File: config.mk
export PLATFORM = sky130hd
export DESIGN_NAME = approx_mult_engine
export DESIGN_NICKNAME = d
export VERILOG_FILES = /design/src/rtl/approx_mult_engine.sv
export SDC_FILE = /design/constraint.sdc
export NUM_CORES = 1
export LEC_CHECK = 0
export ABC_AREA = 1
export BUFFER_PORTS_ARGS = -buffer_cell sky130_fd_sc_hd__buf_2
export CORE_ASPECT_RATIO = 1.5
export CORE_UTILIZATION = 65
export DETAILED_ROUTE_END_ITERATION = 6
export GPL_ROUTABILITY_DRIVEN = 0
export PLACE_DENSITY = 0.94
export SKIP_CTS_REPAIR_TIMING = 1
export SLEW_MARGIN = 20
export SYNTH_ARGS = -nofsm -noshare
export SYNTH_HDL_FRONTEND = slang
export SYNTH_SLANG_ARGS = --single-unit
File: constraint.sdc
create_clock -name clk -period 11.8 [get_ports clk]
set_clock_uncertainty 0.05 [all_clocks]
set_input_delay 2.36 -clock clk [delete_from_list [all_inputs] [get_ports clk]]
set_output_delay 2.36 -clock clk [all_outputs]
set_load 0.02 [all_outputs]
File: src/rtl/approx_mult_engine.sv
// Leading-one approximate multiplier: fetches operand pairs, normalises, multiplies truncated tops, rescales.
// Define APX_COMP_EN to OR the discarded low bits into each truncated operand's LSB.
module approx_mult_engine #(
  parameter int DATA_W  = 16,
  parameter int TRUNC_W = 8,
  parameter int N_PAIRS = 8,
  parameter int ADDR_W  = 8
) (
  input  logic                  clk,
  input  logic                  rst,
  input  logic                  start,
  output logic [ADDR_W-1:0]     in_addr,
  input  logic [DATA_W-1:0]     in_rdata,
  output logic [ADDR_W-1:0]     out_addr,
  output logic [2*DATA_W-1:0]   out_wdata,
  output logic                  out_we,
  output logic                  busy,
  output logic                  done
);

  localparam int SMAX  = DATA_W - TRUNC_W;
  localparam int SA_W  = (SMAX == 0) ? 1 : $clog2(SMAX + 1);
  localparam int CNT_W = (SMAX == 0) ? 1 : $clog2(2 * SMAX + 1);
  localparam int I_W   = (N_PAIRS > 1) ? $clog2(N_PAIRS) : 1;
  localparam int P_W   = 2 * DATA_W;
  localparam int M_W   = 2 * TRUNC_W;

  localparam logic [I_W-1:0]  I_LAST   = I_W'(N_PAIRS - 1);
  localparam logic [I_W-1:0]  I_ONE    = I_W'(1);
  localparam logic [SA_W-1:0] SA_MAX   = SA_W'(SMAX);
  localparam logic [SA_W-1:0] SA_ONE   = SA_W'(1);
  localparam logic [CNT_W-1:0] CNT_ONE = CNT_W'(1);

  typedef enum logic [3:0] {
    S_IDLE,
    S_RD_A,
    S_RD_B,
    S_LD_B,
    S_NORM_A,
    S_NORM_B,
    S_MULT,
    S_SHIFT,
    S_WRITE,
    S_DONE
  } state_t;

  state_t              r_state;
  logic [I_W-1:0]      r_i;
  logic [SA_W-1:0]     r_sa;
  logic [SA_W-1:0]     r_sb;
  logic [CNT_W-1:0]    r_cnt;
  logic [DATA_W-1:0]   r_a;
  logic [DATA_W-1:0]   r_b;
  logic [P_W-1:0]      r_p;
  logic [ADDR_W-1:0]   r_in_addr;
  logic [ADDR_W-1:0]   r_out_addr;
  logic [P_W-1:0]      r_out_wdata;
  logic                r_out_we;
  logic                r_busy;
  logic                r_done;

  logic [TRUNC_W-1:0]  w_a_top;
  logic [TRUNC_W-1:0]  w_b_top;
  logic [M_W-1:0]      w_prod;
  logic [P_W-1:0]      w_p_mult;

  generate
    if (SMAX > 0) begin : g_trunc
`ifdef APX_COMP_EN
      // Sticky bit: any nonzero discarded bit nudges the truncated operand up.
      assign w_a_top = r_a[DATA_W-1 -: TRUNC_W] | TRUNC_W'(|r_a[SMAX-1:0]);
      assign w_b_top = r_b[DATA_W-1 -: TRUNC_W] | TRUNC_W'(|r_b[SMAX-1:0]);
`else
      assign w_a_top = r_a[DATA_W-1 -: TRUNC_W];
      assign w_b_top = r_b[DATA_W-1 -: TRUNC_W];
`endif
    end else begin : g_exact
      assign w_a_top = r_a;
      assign w_b_top = r_b;
    end
  endgenerate

  assign w_prod   = M_W'(w_a_top) * M_W'(w_b_top);
  assign w_p_mult = P_W'(w_prod) << (2 * SMAX);

  always_ff @(posedge clk) begin
    if (rst) begin
      r_state     <= S_IDLE;
      r_i         <= '0;
      r_sa        <= '0;
      r_sb        <= '0;
      r_cnt       <= '0;
      r_a         <= '0;
      r_b         <= '0;
      r_p         <= '0;
      r_in_addr   <= '0;
      r_out_addr  <= '0;
      r_out_wdata <= '0;
      r_out_we    <= 1'b0;
      r_busy      <= 1'b0;
      r_done      <= 1'b0;
    end else begin
      r_out_we <= 1'b0;
      r_done   <= 1'b0;
      case (r_state)
        S_IDLE: begin
          if (start) begin
            r_i       <= '0;
            r_in_addr <= '0;
            r_busy    <= 1'b1;
            r_state   <= S_RD_A;
          end
        end
        S_RD_A: begin
          r_in_addr <= r_in_addr + ADDR_W'(1);
          r_state   <= S_RD_B;
        end
        S_RD_B: begin
          r_a     <= in_rdata;
          r_sa    <= '0;
          r_state <= S_LD_B;
        end
        S_LD_B: begin
          r_b     <= in_rdata;
          r_sb    <= '0;
          r_state <= S_NORM_A;
        end
        S_NORM_A: begin
          if (r_a[DATA_W-1] || (r_sa == SA_MAX)) begin
            r_state <= S_NORM_B;
          end else begin
            r_a  <= r_a << 1;
            r_sa <= r_sa + SA_ONE;
          end
        end
        S_NORM_B: begin
          if (r_b[DATA_W-1] || (r_sb == SA_MAX)) begin
            r_state <= S_MULT;
          end else begin
            r_b  <= r_b << 1;
            r_sb <= r_sb + SA_ONE;
          end
        end
        S_MULT: begin
          r_p     <= w_p_mult;
          r_cnt   <= CNT_W'(r_sa) + CNT_W'(r_sb);
          r_state <= S_SHIFT;
        end
        S_SHIFT: begin
          // Outputs are loaded on the way into WRITE so they are valid for that cycle.
          if (r_cnt == '0) begin
            r_out_we    <= 1'b1;
            r_out_addr  <= ADDR_W'(r_i);
            r_out_wdata <= r_p;
            r_state     <= S_WRITE;
          end else begin
            r_p   <= r_p >> 1;
            r_cnt <= r_cnt - CNT_ONE;
          end
        end
        S_WRITE: begin
          if (r_i == I_LAST) begin
            r_done  <= 1'b1;
            r_state <= S_DONE;
          end else begin
            r_i       <= r_i + I_ONE;
            r_in_addr <= ADDR_W'({r_i + I_ONE, 1'b0});
            r_state   <= S_RD_A;
          end
        end
        S_DONE: begin
          r_busy  <= 1'b0;
          r_state <= S_IDLE;
        end
        default: begin
          r_busy  <= 1'b0;
          r_state <= S_IDLE;
        end
      endcase
    end
  end

  assign in_addr   = r_in_addr;
  assign out_addr  = r_out_addr;
  assign out_wdata = r_out_wdata;
  assign out_we    = r_out_we;
  assign busy      = r_busy;
  assign done      = r_done;

endmodule
# After elaboration in Yosys (flattened, before gate mapping)
# Index checks and enable logic that the tools add are counted.
[op_classes]
n_addsub = 6
multipliers = 1
n_eq_ne = 19
n_mux = 28
bitwise_logic = 3
reduce_logical = 20
[op_table]
columns = ["op", "count"]
rows = [
  ["16-bit one-hot mux with 2 select lines", 2],
  ["32-bit one-hot mux with 2 select lines", 1],
  ["4-bit one-hot mux with 9 select lines", 1],
  ["16-bit 2-to-1 mux", 2],
  ["32-bit 2-to-1 mux", 1],
  ["4-bit 2-to-1 mux", 7],
  ["8-bit one-hot mux with 3 select lines", 1],
  ["4-bit by 3-bit equality test with 1-bit output, second input constant", 4],
  ["8-bit by 8-bit multiplier with 16-bit output", 1],
  ["8-bit 2-to-1 mux", 2],
  ["2-bit != test, second input constant", 8],
  ["4-bit one-hot mux with 2 select lines", 2],
  ["4-bit equality test, second input constant", 3],
  ["5-bit one-hot mux with 2 select lines", 1],
  ["2-bit AND reduction", 5],
  ["4-bit by 1-bit adder with 4-bit output, second input constant", 2],
  ["8-bit by 1-bit adder with 8-bit output, second input constant", 1],
  ["4-bit by 2-bit equality test with 1-bit output, second input constant", 2],
  ["2-bit nonzero test", 4],
  ["8-bit OR reduction", 1],
  ["3-bit 2-to-1 mux", 2],
  ["3-bit one-hot mux with 2 select lines", 1],
  ["3-bit AND reduction", 2],
  ["4-bit by 4-bit adder with 5-bit output", 1],
  ["other kinds (14)", 20],
]
[word_totals]
register_bits = 130
input_bits = 19
output_inout_bits = 51
wordCells = 91

# Longest topological paths before layout
[logic_depth]
depth_word = 4
depth_mapped = 23
depth_no_buf = 22

# Least setup slack after synthesis
# OpenSTA, ideal clock, no wires.
[synth_timing]
path_type = "reg2reg"
startpoint = "register r_b[15]"
endpoint = "register r_p[31]"
setup_ns = 0.132
t_arrival_ns = 3.777
required_time_ns = 11.618
setup_slack_ns = 7.841
path_stages_with_launch = 19
path_buffers = 1
synth_period_minus_slack_ns = 3.959
cell_sequence = "dfxtp_1 -> clkbuf_1 -> nand2_1 -> fa_1 -> fa_1 -> inv_1 -> fa_1 -> inv_1 -> fa_1 -> inv_1 -> ha_1 -> nand2_1 -> nor2_1 -> and2_1 -> nand2_1 -> nand3_1 -> nand2_1 -> nand3_1 -> a21oi_1"
[synth_via]
elab_chain_len = 2
[synth_rtl]
columns = ["element", "line_no", "text"]
rows = [
  ["start, declared", "53", "logic [DATA_W-1:0] r_b;"],
  ["start signal, assigned", "124", "r_b <= in_rdata;"],
  ["start signal, assigned", "140", "r_b <= r_b << 1;"],
  ["8-bit by 8-bit multiplier with 16-bit output", "83", "assign w_prod = M_W'(w_a_top) * M_W'(w_b_top);"],
  ["32-bit one-hot mux with 2 select lines", "105", "case (r_state)"],
  ["end signal, assigned", "145", "r_p <= w_p_mult;"],
  ["end signal, assigned", "157", "r_p <= r_p >> 1;"],
  ["end, declared", "54", "logic [P_W-1:0] r_p;"],
]
# No other way between the ends.
# A chain may end at the register's enable or synchronous reset.

# Worst setup path after layout
[layout_timing]
startpoint = "register r_a[8]"
endpoint = "register r_p[31]"
[layout_via]
elab_chain_len = 2
[layout_rtl]
columns = ["element", "line_no", "text"]
rows = [
  ["start, declared", "52", "logic [DATA_W-1:0] r_a;"],
  ["start signal, assigned", "119", "r_a <= in_rdata;"],
  ["start signal, assigned", "132", "r_a <= r_a << 1;"],
  ["8-bit by 8-bit multiplier with 16-bit output", "83", ""],
  ["32-bit one-hot mux with 2 select lines", "105", ""],
]
# No other way between the ends.

==> results.toml <==
[global_route]
grt_pass1_wl_mm = 35.2
grt_max_degree = 57
grt_overflow_total = 0
antenna_found_initial = 0
grt.total_usage_pct = 33.7
first_global_vias = 7678

[routing]
ant_nets = 0
vias = 7720
drt-vias-per-instance = 5.88
drtIter0Drc = 685
drcViolationCount = 0
drt-total-wl_mm = 20.5
first_pass_iters = 6
post_drt_wl_per_cell_um = 15.6

[power]
comb_power_share_pct = 28.2
p_leak_nw = 4.78
power_mw = 1.70
clock_power_share_pct = 35.2
switchingPower_uw = 648
p_int_mw = 1.05
power_density_nw_per_um2 = 189
p_seq_share_pct = 36.6
swShare_pct = 38.1
ir_worst_vdd_mv = 0.148

[sta]
max_freq_mhz = 228
tns_ns = 0
finalMaxSlewViolations = 0
min_period_ns = 4.39
slew_headroom_pct = 43.8
whs_ns = 0.413
fin_crit_sh_pct = 37.2
finalHoldViolations = 0
setup_violations = 0
tightest_slew_ns = 0.842
rsz0062_at_grt = "false"

[synthesis]
syn_inst = 1120
syn_avg_cell_area_um2 = 7.26
synth.cell_area_um2 = 8130
ys_async_sr_fraction_pct = 0
ys.flop_type = "dfxtp_1"
ys_ff_latch = 130
yosysUniqueCellTypes = 37
ys_seq_area_share_pct = 32.0
ys_warn_count = 0
synth_edf_count = 0

[placed_design]
dp_hpwl_mm = 12.8
dp_cells = 1280
port_buffers = 64

[clock_tree]
path_clk_slew_ns = 0.06
clk_path_buf_depth = 2
cts-root-buf = "clkbuf_16"
htreeDepth = 4
clock-sinks = 130
cts_tree = "yes"
cts_made_buffers = 17
insertion_delay_ns = 0.43

[final_layout]
fin_cells = 1312
fillCellCount = 794
multiInputGateArea_um2 = 4500
n_antenna_cell = 0
area_growth_pct = 11.0
drive_gt1_share_pct = 12.1
fin_util_pct = 74.7
seq_area_um2 = 2600
final_nets = 1251

[critical_path]
rr_startpoint = "r_a[8]"
crit_fanout = 10
ff2ff_path_depth = 17
worstPathCellList = "nand2_1 > fa_1 > fa_1 > inv_1 > fa_1 > inv_1 > fa_1 > inv_1 > ha_1 > nand2_1 > nor2_1 > and2_1 > nand2_1 > nand3_1 > nand2_1 > nand3_1 > a21oi_1"
worst-endpoint-arrival_ns = 4.61
critPathKind = "reg -> reg"
crit_family = "adder cells"
r2r_end = "r_p[31]"
slowest_delay_ns = 0.59
crit_cells = 17
path_buf_inv = 3
critPathLaunchType = "flip-flop"
required_ns = 12.02
worst_setup_path_end_kind = "flip-flop"
crit_path_top_delay_cell = "dfxtp_1"
reg2reg_slack_ns = 7.41

[hold_path]
holdCritStartpoint = "r_b[0]"
hp-class = "reg -> reg"
hold_path_end = "r_b[0]"
hold_path_depth = 2

[die]
die_x_um = 93.3
core_area_um2 = 12100
die-area_um2 = 13000
die_h_um = 139
rows = 49
io-pin-count = 70
initial_utilization_pct = 67.3

[status]
status = "completed"

[run]
cap_viol_max_count = 0
==> state kept, by name, summed over array words and instances (netlist names) <==
signal and count:
out_wdata 32, in_addr 8, r_sa 4, r_a 16
r_i 3, r_p 32, r_b 16, out_addr 3
r_sb 4, busy 1, out_we 1, r_cnt 5
done 1, r_state 4
==> worst max path at each step <==
stage / from / end / slack [ns]
global route: r_a[8] / r_p[29] / 7.15
detailed placement: rst / out_wdata[2] / 7.18
CTS: r_a[8] / r_p[31] / 7.43
finish: r_a[8] / r_p[31] / 7.41
global placement: rst / out_wdata[31] / 7.24
floorplan: r_b[15] / r_p[31] / 7.84
==> tightest hold or removal path, cell delays in order (launching register included) <==
cell and delay [ns]:
dfxtp_1 0.31, nand2_1 0.06, a21oi_1 0.05
==> final cells by class <==
class	count	area share (%)
multi-input cells	738	49.9
flip-flops and latches	130	28.8
inverters	194	8.07
clock buffers	20	5.17
repair buffers	65	3.63
clock inverters	12	2.25
well taps	153	2.12
==> metrics by stage <==
step | cell area, um2 | worst slack [ns]
2_1_floorplan | 8150 | 7.84
3_3_place_gp | 8350 | 7.24
3_5_place_dp | 8350 | 7.18
4_1_cts | 9020 | 7.43
5_1_grt | 9020 | 7.15
6_report | 9020 | 7.41
==> power groups by stage <==
stage          clock, mW  sequential (mW)  combinational, mW
3_5_place_dp           0            0.625              0.454
6_report           0.599            0.624              0.479
2_1_floorplan          0            0.559              0.419
5_1_grt            0.620            0.631              0.539
4_1_cts            0.595            0.619              0.472
3_3_place_gp           0            0.624              0.440
==> cell usage after synthesis, drive strengths merged (30+ instances only) <==
cell type / count / area share [%]
a21oi: 61 / 3.8
o21ai: 94 / 5.8
inv: 194 / 9.0
nor2: 62 / 3.6
nand2: 262 / 13
clkbuf: 30 / 1.4
a31oi: 32 / 2.5
nand3: 81 / 5.0
fa: 37 / 9.1
dfxtp: 130 / 32
ha: 49 / 7.5
buf: 32 / 2.5
==> kinds of logic after synthesis <==
group	count (synthesis)	share of synthesized area, %
buf+inv	256	12.8
other cells	1	0.0461
fa+ha+maj	86	16.7
mux	1	0.138
flops	130	32.0
simple gates	433	23.2
compound gates	206	14.4
xor+xnor	7	0.754
==> per-layer routing <==
layer,wire length (um),track usage (%)
met1,7700,38.5
met2,10800,59.2
met3,1270,6.91
met4,726,15.4
met5,0,0
==> cells in the final DEF, fill, tap and decap left out, types with 10 or more instances in the layout <==
cell and count:
o21ai_0 78, a21oi_1 61, nand3_1 81, o21ai_1 16, nand2_1 252, fa_1 37
buf_2 64, a31oi_1 32, clkbuf_16 17, inv_1 186, nor2_1 53, a211oi_2 10
dfxtp_1 130, ha_1 49
Note: power is estimated with default switching activity, not from simulation.
